### config.mk
export PLATFORM = sky130hd
export DESIGN_NAME = pulse_seq_arbiter
export DESIGN_NICKNAME = d
export VERILOG_FILES = /design/src/rtl/pulse_seq_arbiter.sv
export SDC_FILE = /design/constraint.sdc
export NUM_CORES = 1
export LEC_CHECK = 0
export CAP_MARGIN = 20
export CORE_MARGIN = 2
export CORE_UTILIZATION = 48
export DETAILED_ROUTE_END_ITERATION = 8
export PLACE_DENSITY = 0.75
export SLEW_MARGIN = 5
export SYNTH_ARGS = -nofsm -noshare
export SYNTH_HDL_FRONTEND = slang
export SYNTH_SLANG_ARGS = --single-unit
### constraint.sdc
create_clock -name clk -period 2.4 [get_ports clk]
set_input_delay 0.48 -clock clk [delete_from_list [all_inputs] [get_ports clk]]
set_output_delay 0.48 -clock clk [all_outputs]
set_load 0.01 [all_outputs]
### src/rtl/pulse_seq_arbiter.sv
// rtl/pulse_seq_arbiter.sv - round-robin arbiter sharing one ARM/MID/DONE pulse sequencer
module pulse_seq_arbiter #(
  parameter int N          = 4,
  parameter int MID_CYCLES = 1
) (
  input  logic         clk,
  input  logic         reset_n,
  input  logic [N-1:0] req,
  output logic [N-1:0] pending,
  output logic [N-1:0] grant,
  output logic [N-1:0] done,
  output logic         busy,
  output logic         out,
  output logic [3:0]   phase
);
  localparam int RW = (N > 1) ? $clog2(N) : 1;

  typedef enum logic [3:0] {
    IDLE = 4'b0001,
    ARM  = 4'b0010,
    MID  = 4'b0100,
    DONE = 4'b1000
  } state_t;

  state_t        state, state_n;
  logic [RW-1:0] rr, rr_n;
  logic [7:0]    cnt, cnt_n;
  logic [N-1:0]  grant_n, clear, pending_n;
  logic [N-1:0]  win_oh;
  logic [RW-1:0] win_idx, win_nxt, cand;
  logic          win_vld;
  int            idx;

  // Winner search starts at rr and wraps; only registered pending bits take part,
  // so a req arriving on the same edge is never granted in that edge.
  always_comb begin
    win_oh  = '0;
    win_idx = '0;
    win_vld = 1'b0;
    idx     = 0;
    cand    = '0;
    for (int k = 0; k < N; k++) begin
      idx  = (int'(rr) + k) % N;
      cand = RW'(idx);
      if (!win_vld && pending[cand]) begin
        win_vld       = 1'b1;
        win_idx       = cand;
        win_oh[cand]  = 1'b1;
      end
    end
    win_nxt = (win_idx == RW'(N - 1)) ? '0 : win_idx + RW'(1);
  end

  always_comb begin
    state_n = state;
    grant_n = grant;
    rr_n    = rr;
    cnt_n   = cnt;
    clear   = '0;
    case (state)
      IDLE: begin
        if (win_vld) begin
          state_n = ARM;
          grant_n = win_oh;
          clear   = win_oh;
          rr_n    = win_nxt;
        end
      end
      ARM: begin
        state_n = MID;
        cnt_n   = 8'(MID_CYCLES - 1);
      end
      MID: begin
        if (cnt == 8'd0) state_n = DONE;
        else             cnt_n   = cnt - 8'd1;
      end
      DONE: begin
        if (win_vld) begin
          state_n = ARM;
          grant_n = win_oh;
          clear   = win_oh;
          rr_n    = win_nxt;
        end else begin
          state_n = IDLE;
          grant_n = '0;
        end
      end
      default: begin
        state_n = IDLE;
        grant_n = '0;
      end
    endcase
    // A request landing on its own clearing edge wins and stays pending.
    pending_n = req | (pending & ~clear);
  end

  always_ff @(posedge clk or negedge reset_n) begin
    if (!reset_n) begin
      state   <= IDLE;
      rr      <= '0;
      cnt     <= '0;
      grant   <= '0;
      pending <= '0;
    end else begin
      state   <= state_n;
      rr      <= rr_n;
      cnt     <= cnt_n;
      grant   <= grant_n;
      pending <= pending_n;
    end
  end

  assign out   = (state == DONE);
  assign busy  = (state == ARM) || (state == MID) || (state == DONE);
  assign done  = out ? grant : '0;
  assign phase = state;

endmodule
After elaboration in Yosys (flattened, before gate mapping):

Cells that the tools add are included.

* bits in registers: 22
* bits of input ports: 6
* output and inout port bits: 18
* logic and storage cells: 93

* $add $sub $neg: 5
* $lt $le $gt $ge: 8
* eq/ne operators: 8
* multiplexer cells: 40
* bitwise gates (word level): 7
* reductions and logical operators: 20

Operators by type and width (count)
* 4-bit two-way mux: 10
* 4-bit OR: 4
* 4-bit case mux with 4 select lines: 1
* 8-bit case mux with 2 select lines: 1
* 2-bit by 3-bit less-than comparator with 1-bit output, second input constant: 4
* 1-bit two-way mux: 12
* 2-bit two-way mux: 6
* 4-bit case mux with 3 select lines: 1
* 1-bit binary-select mux with 2-bit select: 4
* 1-bit demux with 2-bit select: 4
* 2-bit by 1-bit >= comparator with 1-bit output, second input constant: 4
* 8-bit logical NOT: 1
* 8-bit two-way mux: 1
* 2-bit AND reduction: 4
* 8-bit by 1-bit subtractor with 8-bit output, second input constant: 1
* 1-bit logical AND: 7
* 2-bit != test, second input constant: 3
* 2-bit by 1-bit adder with 2-bit output, second input constant: 2
* 2-bit adder, second input constant: 2
* 4-bit bitwise AND: 1
* 4-bit by 1-bit equality test with 1-bit output, second input constant: 1
* 4-bit by 2-bit equality test with 1-bit output, second input constant: 1
* 4-bit by 3-bit equality test with 1-bit output, second input constant: 1
* 4-bit equality test, second input constant: 1
* other kinds (7): 11

Longest topological paths before layout:

* depth in word-level cells: 17
* mapped depth: 8
* mapped depth without buffers: 7

Worst setup path after synthesis:

Ideal clock, no wire load.

* path kind: register -> register
* start: register rr[1]
* end: register rr[1]
* library setup time: 0.126 ns
* data arrival time: 2.385 ns
* data required time: 2.274 ns
* setup slack: -0.111 ns
* cell stages (with the launch flop): 9
* path buffers: 1
* clock period less this slack: 2.511 ns
* path through: dfrtp_1 > clkbuf_1 > inv_1 > ha_1 > mux4_2 > nor2b_4 > o21ai_2 > and2_1 > a221o_1

* cells in the longest elaborated chain, start to end: 14

RTL lines
* from (decl): line 26 `logic [RW-1:0] rr, rr_n;`
* from (signal assigned): line 106 `rr <= rr_n;`
* branches (longest 14 deep; another with 2-bit by 1-bit adder with 2-bit output)

Several ways; the timed one is not identified. The select of a mux whose other input is x is not followed.
A chain may end at the register's enable or synchronous reset.

Worst setup path after layout:

* start: register state[2], in the netlist phase[2]
* end: output port done[1]

* cells in the longest elaborated chain, start to end: 2

RTL lines
* from (decl): line 25 `state_t state, state_n;`
* from (signal assigned): line 105 `state <= state_n;`
* 4-bit equality test: line 113 `assign out = (state == DONE);`
* 4-bit two-way mux: line 115 `assign done = out ? grant : '0;`
* to (decl): line 11 `output logic [N-1:0] done,`

No other way between the ends.

==> results.toml <==
[status]
outcome = "complete, no violations"

[cells_and_area]
areaGrowthSynthToFinish_pct = 22.8
fillerInstances = 245
diodes = 0
finalNetCount = 197
layout-drive-gt1-share = 0.171
commonest_cells_after_routing_fill_and_taps_aside = "23 x clkdlybuf4s50_1, 19 x dfrtp_1, 12 x inv_1, 11 x nor2_1, 11 x nand2_1"
most_common_cell_after_layout_fill_and_taps_aside = "clkdlybuf4s50_1"

[clocking]
cts-hold-fix-buffers = 0
cts_max_level = 1
path_clk_slew_ns = 0.12
tritoncts = "built"
cts.path.max_buffers = 2
cts.sinks = 22
insertion_delay_ns = 0.31
post_cts_setup_driven_buffer_insertion_count = 0
cts_made_buffers = 3
cts_resized = 1
clockRootBuffer = "clkbuf_4"

[drt]
routed.top_layer = "met4"
route.detailed.vias_per_inst = 5.77
drc_violations = 0
drt-wirelength-per-cell_um = 15.4
detailroute.wirelength.met3_um = 169
1st_iter_drt_viols = 159
wirelength_met1_mm = 1.62
met2RoutedLength_mm = 1.63
wl_mm = 3.48
final_antenna_net_count = 0
router_iterations_before_antenna_repair = 4
vias = 1299

[critical_path]
slowest_stage = "clkdlybuf4s50_1"
worst_path_largest_cell_delay_ns = 0.53
path_max_fanout = 5
cp_data_arrival_time_ns = 1.81
critical_path.startpoint_type = "flop"
cp_cell_sequence = "nand2b_1 -> nor3_4 -> and2_1 -> clkdlybuf4s50_1"
worst_path_required_time_ns = 1.92
worstPathBufferInverterCount = 1
critPathKind = "reg -> out"
timing.critical_path.from = "phase[2]"
worst_path_dominant_cell_family = "simple AND/OR/NAND/NOR gates"
crit_path_end_kind = "output pin"

[timing]
timing_hold_violations_final = 0
post_layout_min_period_ns = 2.29
timing.slew.headroom = 0.607
clock_skew_ns = 0.00489
drv_slew = 0
worst_pin_slew_ns = 0.584
fin_tns_setup_ns = 0
min_hold_slack_ns = 0.496
maxClockFrequency_mhz = 436
report.final.setup_viol = 0
rsz_0062_raised_after_global_routing = "no"
final_min_period_over_clock_period = 0.956

[global_routing]
antenna_found_initial = 0
grt_start_max_net_pins = 23
vias_in_the_first_global_route = 1203
gr-total-overflow = 0
grt.total_usage = 0.208
wire_length_of_the_first_global_routing_pass_mm = 5.77

[yosys]
yosys_register_bits = 22
synth_cells = 154
synth-async-reset-ratio = 1.00
synth_area_leaders = "dfrtp_1 34%, ha_1 7.2%, mux4_2 4.3%"
avgSynthCellArea_um2 = 10.1
synth_edf_count = 0
ys_types = 46
syn-cell-area_um2 = 1560
synth-warning-count = 0
yosysSeqAreaShare = 0.355
synthFlopType = "dfrtp_1"
synth_largest_area_cell = "dfrtp_1"
synth.net_count = 169
synth_top_area_frac = 0.338

[die]
floorplan.die.width_um = 60.9
coreArea_um2 = 3080
die_area_um2 = 3710
placementRows = 20
boundaryPins = 24
die_height_um = 60.9
start_util = 0.505

[run]
timing.max_cap.violations = 0

[hold_path]
hold_path.class = "in -> async"

[pwr]
power_density_nw_per_um2 = 1390
vdd_ir_drop_max_v = 0.000655
power.leakage_uw = 0.000811
report.power.total_uw = 2660

[placement]
port_buffers = 23
place.gp.congestion = 0.978
dp.final_hpwl_mm = 2.56
[path summary, 6_finish.rpt]
check / end / cells past startpoint / slack (ns)
max reg2reg: rr[1] / 7 / 0.12
max in group asynchronous: phase[0] / 2 / 1.63
max: done[1] / 4 / 0.11
min reg2reg: grant[2] / 2 / 0.53
min: cnt[7] / 2 / 0.50
min in group clk: grant[2] / 2 / 0.53
[kinds of logic after synthesis]
group,share of synthesized area
flops,0.355
xor+xnor,0.0450
buf+inv,0.0539
fa+ha+maj,0.0724
compound gates,0.204
simple gates,0.177
mux,0.0933
[stage by stage]
stage / worst slack [ns] / util / std cells / area (µm²)
floorplan: 0.00161 / - / 154 / 1560
global placement: 0.182 / 0.600 / 221 / 1850
detailed placement: 0.0819 / 0.600 / 221 / 1850
CTS: 0.0401 / 0.614 / 225 / 1890
global route: 0.0114 / 0.620 / 225 / 1910
finish: 0.106 / 0.620 / 225 / 1910
[per-layer routing]
metal  vias up  GRT usage
met4         0     0.0776
li1        612          -
met1       642      0.304
met3         5     0.0256
met2        40      0.316
met5         -          0
[cell type report]
| type | count | area [µm²] | share of cell area |
|---|---|---|---|
| Sequential cell | 22 | 554 | 0.290 |
| Tap cell | 44 | 55.1 | 0.0288 |
| Multi-Input combinational cell | 114 | 943 | 0.494 |
| Clock buffer | 4 | 36.3 | 0.0190 |
| Timing Repair Buffer | 29 | 275 | 0.144 |
| Inverter | 12 | 45.0 | 0.0236 |
[synth_stat cells (3+ instances only)]
master	instances
o211ai_1	5
o221ai_1	3
mux4_2	3
inv_1	12
a21oi_1	4
xor2_1	4
a22o_1	4
nor3_1	4
ha_1	9
o21ai_1	4
clkbuf_1	3
nand2_1	11
nor2_1	11
and2_1	5
xnor2_1	4
nand2b_1	3
a31o_1	4
a21o_1	4
dfrtp_1	21
[worst register-to-register path, delay by kind of cell (launching register included)]
kind	cells	cell delay, ns
AOI/OAI and AO/OA	2	0.38
DFF	1	0.38
adders and majority gates	1	0.31
muxes	1	0.61
buffers and inverters	1	0.10
and+or+nand+nor	2	0.39
[flip-flops by register name (all words and copies together) (netlist names), named ones only]
signal and cells:
rr 1, cnt 8, grant 4, phase 4, pending 4
[where the power goes]
| part | leakage (µW) | switching (µW) | internal, µW | total [µW] |
|---|---|---|---|---|
| Sequential | 0.000268 | 200 | 529 | 729 |
| Combinational | 0.000522 | 891 | 840 | 1730 |
| Clock | 0.0000210 | 110 | 92.7 | 203 |
Note: power is estimated with default switching activity, not from simulation.
